## src/rtl/pid_channel_scheduler.sv

```systemverilog
// Shares one staged PID datapath (etapa2/3/4) across NCH control loops, one pass per sample period.
// Optional PID_SAT_EN: clamps stored PWM results to PWM_MAX (integral state is never clamped).
module pid_channel_scheduler #(
    parameter int unsigned     NCH       = 4,
    parameter int unsigned     W         = 9,
    parameter int unsigned     OUTW      = 18,
    parameter int unsigned     PERIOD    = 50000,
    parameter int unsigned     STAGE_CYC = 1,
    parameter logic [OUTW-1:0] PWM_MAX   = 18'h3FFFF
) (
    input  logic                 clk,
    input  logic                 rst,
    input  logic                 start_en,
    input  logic [NCH-1:0]       ch_en,
    input  logic [NCH*W-1:0]     y_in,
    input  logic [NCH*W-1:0]     ref_in,
    input  logic                 cfg_we,
    input  logic [2:0]           cfg_ch,
    input  logic [1:0]           cfg_sel,
    input  logic [W-1:0]         cfg_data,
    input  logic                 ovr_clr,
    output logic [W-1:0]         dp_y,
    output logic [W-1:0]         dp_ref,
    output logic [W-1:0]         dp_kp,
    output logic [W-1:0]         dp_ki,
    output logic [W-1:0]         dp_kd,
    output logic [OUTW-1:0]      dp_state_in,
    output logic                 dp_state_ld,
    output logic                 dp_etapa2,
    output logic                 dp_etapa3,
    output logic                 dp_etapa4,
    input  logic [OUTW-1:0]      dp_pwm,
    input  logic [OUTW-1:0]      dp_state_out,
    output logic [NCH*OUTW-1:0]  pwm_out,
    output logic [NCH-1:0]       pwm_valid,
    output logic                 busy,
    output logic                 overrun
);

    localparam int unsigned CW = (NCH > 1) ? $clog2(NCH) : 1;
    localparam int unsigned IW = $clog2(NCH + 1);
    localparam int unsigned SW = (STAGE_CYC > 1) ? $clog2(STAGE_CYC) : 1;
    localparam int unsigned TW = (PERIOD > 1) ? $clog2(PERIOD) : 1;

    localparam logic [IW-1:0] IDX_END  = IW'(NCH);
    localparam logic [SW-1:0] STG_LAST = SW'(STAGE_CYC - 1);
    localparam logic [TW-1:0] CNT_LAST = TW'(PERIOD - 1);

    typedef enum logic [2:0] {
        S_IDLE, S_SCAN, S_LOAD, S_ET2, S_ET3, S_ET4, S_CAPT
    } state_t;

    state_t          state_q, state_d;
    logic [IW-1:0]   idx_q, idx_d;
    logic [SW-1:0]   stg_q, stg_d;
    logic [TW-1:0]   cnt_q;
    logic            tick;
    logic            ovr_q;
    logic [CW-1:0]   cidx;

    logic            win, load, capt;
    logic [W-1:0]    y_sel, ref_sel;
    logic [OUTW-1:0] capt_val;

    logic [W-1:0]    kp_q [NCH];
    logic [W-1:0]    ki_q [NCH];
    logic [W-1:0]    kd_q [NCH];
    logic [OUTW-1:0] st_q [NCH];
    logic [OUTW-1:0] pwm_q [NCH];
    logic [NCH-1:0]  pwm_valid_q;

    logic [W-1:0]    dp_y_q, dp_ref_q, dp_kp_q, dp_ki_q, dp_kd_q;
    logic [OUTW-1:0] dp_st_q;

    assign cidx    = idx_q[CW-1:0];
    assign tick    = start_en && (cnt_q == CNT_LAST);
    assign y_sel   = y_in[cidx*W +: W];
    assign ref_sel = ref_in[cidx*W +: W];

`ifdef PID_SAT_EN
    assign capt_val = (dp_pwm > PWM_MAX) ? PWM_MAX : dp_pwm;
`else
    assign capt_val = dp_pwm;
`endif

    always_ff @(posedge clk or negedge rst) begin
        if (!rst) begin
            cnt_q <= '0;
        end else if (!start_en || tick) begin
            cnt_q <= '0;
        end else begin
            cnt_q <= cnt_q + 1'b1;
        end
    end

    always_ff @(posedge clk or negedge rst) begin
        if (!rst) begin
            state_q <= S_IDLE;
            idx_q   <= '0;
            stg_q   <= '0;
        end else begin
            state_q <= state_d;
            idx_q   <= idx_d;
            stg_q   <= stg_d;
        end
    end

    always_comb begin
        state_d = state_q;
        idx_d   = idx_q;
        stg_d   = stg_q;
        case (state_q)
            S_IDLE: begin
                if (tick) begin
                    state_d = S_SCAN;
                    idx_d   = '0;
                end
            end
            S_SCAN: begin
                if (idx_q == IDX_END) begin
                    state_d = S_IDLE;
                end else if (ch_en[cidx]) begin
                    state_d = S_LOAD;
                end else begin
                    idx_d = idx_q + 1'b1;
                end
            end
            S_LOAD: begin
                state_d = S_ET2;
                stg_d   = '0;
            end
            S_ET2, S_ET3, S_ET4: begin
                if (stg_q == STG_LAST) begin
                    stg_d = '0;
                    case (state_q)
                        S_ET2:   state_d = S_ET3;
                        S_ET3:   state_d = S_ET4;
                        default: state_d = S_CAPT;
                    endcase
                end else begin
                    stg_d = stg_q + 1'b1;
                end
            end
            S_CAPT: begin
                state_d = S_SCAN;
                idx_d   = idx_q + 1'b1;
            end
            default: state_d = S_IDLE;
        endcase
    end

    // Operands follow the live mux during LOAD..CAPT; gains and state are frozen at LOAD.
    always_comb begin
        busy        = (state_q != S_IDLE);
        load        = (state_q == S_LOAD);
        capt        = (state_q == S_CAPT);
        win         = (state_q == S_LOAD) || (state_q == S_ET2) || (state_q == S_ET3) ||
                      (state_q == S_ET4)  || (state_q == S_CAPT);
        dp_state_ld = load;
        dp_etapa2   = (state_q == S_ET2);
        dp_etapa3   = (state_q == S_ET3);
        dp_etapa4   = (state_q == S_ET4);
        dp_y        = win  ? y_sel       : dp_y_q;
        dp_ref      = win  ? ref_sel     : dp_ref_q;
        dp_kp       = load ? kp_q[cidx]  : dp_kp_q;
        dp_ki       = load ? ki_q[cidx]  : dp_ki_q;
        dp_kd       = load ? kd_q[cidx]  : dp_kd_q;
        dp_state_in = load ? st_q[cidx]  : dp_st_q;
    end

    always_ff @(posedge clk or negedge rst) begin
        if (!rst) begin
            for (int unsigned c = 0; c < NCH; c++) begin
                kp_q[c]  <= '0;
                ki_q[c]  <= '0;
                kd_q[c]  <= '0;
                st_q[c]  <= '0;
                pwm_q[c] <= '0;
            end
            pwm_valid_q <= '0;
            dp_y_q      <= '0;
            dp_ref_q    <= '0;
            dp_kp_q     <= '0;
            dp_ki_q     <= '0;
            dp_kd_q     <= '0;
            dp_st_q     <= '0;
            ovr_q       <= 1'b0;
        end else begin
            for (int unsigned c = 0; c < NCH; c++) begin
                if (cfg_we && (32'(cfg_ch) == c)) begin
                    case (cfg_sel)
                        2'd0:    kp_q[c] <= cfg_data;
                        2'd1:    ki_q[c] <= cfg_data;
                        2'd2:    kd_q[c] <= cfg_data;
                        default: ;
                    endcase
                end
                // A clear arriving with this channel's CAPT overrides the captured state.
                if (cfg_we && (cfg_sel == 2'd3) && (32'(cfg_ch) == c)) begin
                    st_q[c] <= '0;
                end else if (capt && (32'(cidx) == c)) begin
                    st_q[c] <= dp_state_out;
                end
                if (capt && (32'(cidx) == c)) begin
                    pwm_q[c] <= capt_val;
                end
                pwm_valid_q[c] <= capt && (32'(cidx) == c);
            end
            if (win) begin
                dp_y_q   <= y_sel;
                dp_ref_q <= ref_sel;
            end
            if (load) begin
                dp_kp_q <= kp_q[cidx];
                dp_ki_q <= ki_q[cidx];
                dp_kd_q <= kd_q[cidx];
                dp_st_q <= st_q[cidx];
            end
            if (tick && busy) begin
                ovr_q <= 1'b1;
            end else if (ovr_clr) begin
                ovr_q <= 1'b0;
            end
        end
    end

    for (genvar g = 0; g < NCH; g++) begin : g_pwm
        assign pwm_out[g*OUTW +: OUTW] = pwm_q[g];
    end

    assign pwm_valid = pwm_valid_q;
    assign overrun   = ovr_q;

endmodule
```

## config.mk

```make
export PLATFORM = sky130hd
export DESIGN_NAME = pid_channel_scheduler
export DESIGN_NICKNAME = d
export VERILOG_FILES = /design/src/rtl/pid_channel_scheduler.sv
export SDC_FILE = /design/constraint.sdc
export NUM_CORES = 1
export LEC_CHECK = 0
export CAP_MARGIN = 20
export CORE_ASPECT_RATIO = 0.6
export CORE_MARGIN = 3
export CORE_UTILIZATION = 37
export CTS_BUF_LIST = sky130_fd_sc_hd__clkbuf_4
export DETAILED_ROUTE_END_ITERATION = 10
export GPL_ROUTABILITY_DRIVEN = 0
export PLACE_DENSITY = 0.56
export SYNTH_ARGS = -nofsm -noshare
export SYNTH_HDL_FRONTEND = slang
export SYNTH_SLANG_ARGS = --single-unit
```

## constraint.sdc

```tcl
create_clock -name clk -period 6.65 [get_ports clk]
set_input_delay 1.33 -clock clk [delete_from_list [all_inputs] [get_ports clk]]
set_output_delay 1.33 -clock clk [all_outputs]
set_load 0.1 [all_outputs]
```

==> flow_summary_export.csv <==
group,metric,value,unit
yosys,synth.distinct_cells,54,
floorplan,core-area,39400,um2
floorplan,io_pins,276,
final_layout,num-fill-cells,3575,
clock_tree,post_cts.repair.setup_buffers,0,
final_layout,final_nets,1675,
timing,hold_violations,0,
setup_path,reg2reg_slack,3.60,ns
yosys,syn_area_per_cell,12.1,um2
clock_tree,cts.sinks,342,
yosys,yosysTopAreaCell,"dfrtp_1",
global_route,grt_pass1_vias,11400,
yosys,synth_xor_area_share,0.647,%
setup_path,worstSetupEndpoint,"dp_kd[8]",
detailed_routing,drtAntennaViolNets,0,
clock_tree,cts_buffer_depth,3,
detailed_routing,drtIter0Drc,581,
setup_path,crit_start,"idx_q[0]",
yosys,synthesis.area,14900,um2
clock_tree,cts_tree,"done",
timing,worst_pin_slew,1.09,ns
yosys,async_flop_share,100,%
timing,skew,0.0484,ns
clock_tree,cts_max_level,3,
setup_path,rr_startpoint,"idx_q[0]",
timing,rsz0062_at_grt,"false",
timing,period_minus_slack,5.27,ns
detailed_routing,firstDrtPassIters,5,
setup_path,crit_chain,"buf_12 -> mux4_2 -> mux2_2 -> clkdlybuf4s50_1",
yosys,yosysTopAreaCellShare,57.5,%
floorplan,fp.dieW,265,um
run,maxCapViolations,0,
setup_path,crit_fanout,35,
final_layout,drive_gt1_share,24.5,%
yosys,synth_edf_count,0,
timing,setup_tns,0,ns
timing,relSlewSlack,26.9,%
floorplan,num_rows,56,
floorplan,die_y,161,um
yosys,synth_simple_gate_area_share,13.0,%
yosys,netlist_instances,1234,
setup_path,worstRegToRegCells,7,
detailed_routing,drc,0,
setup_path,cp-start-kind,"register",
timing,slew_viol_final,0,
run_status,status,"finished clean",
clock_tree,ctsResizeCount,0,
global_route,grt_max_degree,153,
clock_tree,numCtsBuffers,88,
yosys,synthMuxAreaShare,22.8,%
yosys,ys_seq_elements,342,
floorplan,die_area,42800,um2
setup_path,r2r_end,"st_q[65]",
timing,finalCritPeriodShare,79.3,%
timing,setup_viol,0,
global_route,antenna_found_initial,2,
detailed_routing,routed_wl,42800,um
final_layout,layout_common_cells,"nand2_1, dfrtp_1, clkdlybuf4s50_1",
detailed_routing,via_per_inst,5.07,
yosys,ys_seq_area_share,57.5,%
clock_tree,cts-root-buf,"clkbuf_4",
setup_path,cp.required,5.32,ns
setup_path,cp_slowest_cell,"clkdlybuf4s50_1",
yosys,synth-compound-area-share,3.41,%
floorplan,start_util,37.8,%
setup_path,critical_path.max_stage_delay,1.02,ns
yosys,synth_ff_type,"dfrtp_1",
global_route,grt-ovfl-total,0,
yosys,synth_fa_ha_area_share,0.420,%
timing,fmax,0.190,GHz
power,ir_worst_vdd,0.107,mV
detailed_routing,wl_per_cell,20.1,um
global_route,track_usage,20.3,%
global_route,grt_pass1_wl,67100,um
placed_design,port_buffers,275,
yosys,synth_top_family_by_area,"multiplexers",
final_layout,area_delta_synth_final,29.4,%
yosys,synthesis.nets,1370,
clock_tree,cts.reportedPaths.clkPinSlew,0.07,ns
power,power,4.86,mW
power,cellPowerDensity,252,nW/um2
final_layout,layout_commonest_cell,"nand2_1",
setup_path,cp-end-kind,"output pin",
clock_tree,worstSkewPairLatency,0.78,ns
yosys,ys_warn_count,0,
worst_hold_path,hp-class,"register to register",
placed_design,place_hpwl,26800,um
clock_tree,hold_buffers,0,
power,p_leak,8.48,nW
yosys,ys_top_cells_by_area,"dfrtp_1, mux2_2, mux4_2",
setup_path,cp.arrival,3.94,ns
detailed_routing,dr_total_vias,10800,
setup_path,critPathKind,"register to output pin",
-- where the power goes --
group | switching, mW | internal (mW) | leakage [nW]
clock | 0.884 | 0.942 | 0.659
combinational | 0.248 | 0.349 | 3.75
sequential | 0.123 | 2.31 | 4.07
total | 1.26 | 3.60 | 8.48
-- cell usage after synthesis (all sizes together), types with 4 or more instances --
master  instances
mux4           64
xor2            7
dfrtp         342
nor4            5
inv             9
clkbuf         49
xnor2           4
o21ai           8
nand3           7
nor2b           5
and3            7
mux2          173
buf            24
nor2           18
ha              5
nand2         384
nand4           5
a21oi          76
-- registers in the layout, indices dropped and copies added (netlist names), 16 cells and up --
name / cells
pwm_out: 72
st_q: 72
kd_q: 36
ki_q: 36
kp_q: 36
dp_st_q: 18
cnt_q: 16
-- metal layers --
layer  wire length (um)  global-route usage, %
met1              19900                   28.0
met4                554                   5.58
met2              19300                   31.2
met5                 11                      0
met3               3050                   6.32
-- final cells by class --
class	count	area, um2	share of cell area, %
Clock inverter	29	169	0.877
Clock buffer	125	938	4.87
Timing Repair Buffer	288	2900	15.0
Antenna cell	1	2.50	0.0130
Multi-Input combinational cell	810	6010	31.2
Tap cell	522	653	3.39
Inverter	9	33.8	0.175
Sequential cell	342	8570	44.5
-- metrics by stage --
stage	worst slack, ns	hold WS, ns	instances	cell area (um2)	util (%)
3_3_place_gp	1.81	0.456	1970	18100	46.1
6_report	1.38	0.473	2126	19300	48.9
3_5_place_dp	1.79	0.462	1970	18100	46.1
4_1_cts	1.17	0.478	2124	19300	48.9
5_1_grt	1.10	0.493	2126	19300	48.9
2_1_floorplan	2.32	0.450	1234	14900	-
-- worst min-delay path by stage --
| stage | from | endpoint | slack (ns) | cells past startpoint |
|---|---|---|---|---|
| final | pwm_out[2] | pwm_out[2] | 0.47 | 2 |
| after detailed placement | pwm_out[52] | pwm_out[52] | 0.46 | 2 |
| after floorplan | cnt_q[0] | cnt_q[0] | 0.45 | 1 |
| after CTS | pwm_out[2] | pwm_out[2] | 0.48 | 2 |
| after global routing | pwm_out[0] | pwm_out[0] | 0.49 | 2 |
| after global placement | pwm_out[57] | pwm_out[57] | 0.46 | 2 |
-- critical path, delay by kind of cell (launching register included) --
family                 cells  cell delay (ns)
buffers and inverters      2             1.40
DFF                        1             0.91
muxes                      2             0.85
-- logic make-up (layout without fill, tap and decap cells) --
logic type,after synthesis,in the layout
buffers and inverters,82,451
AOI/OAI and AO/OA,95,95
xor gates and xnor gates,11,11
DFF,342,342
adders and majority gates,5,5
and+or+nand+nor,462,462
muxes,237,237
other,0,1
Note: power is estimated with default switching activity, not from simulation.
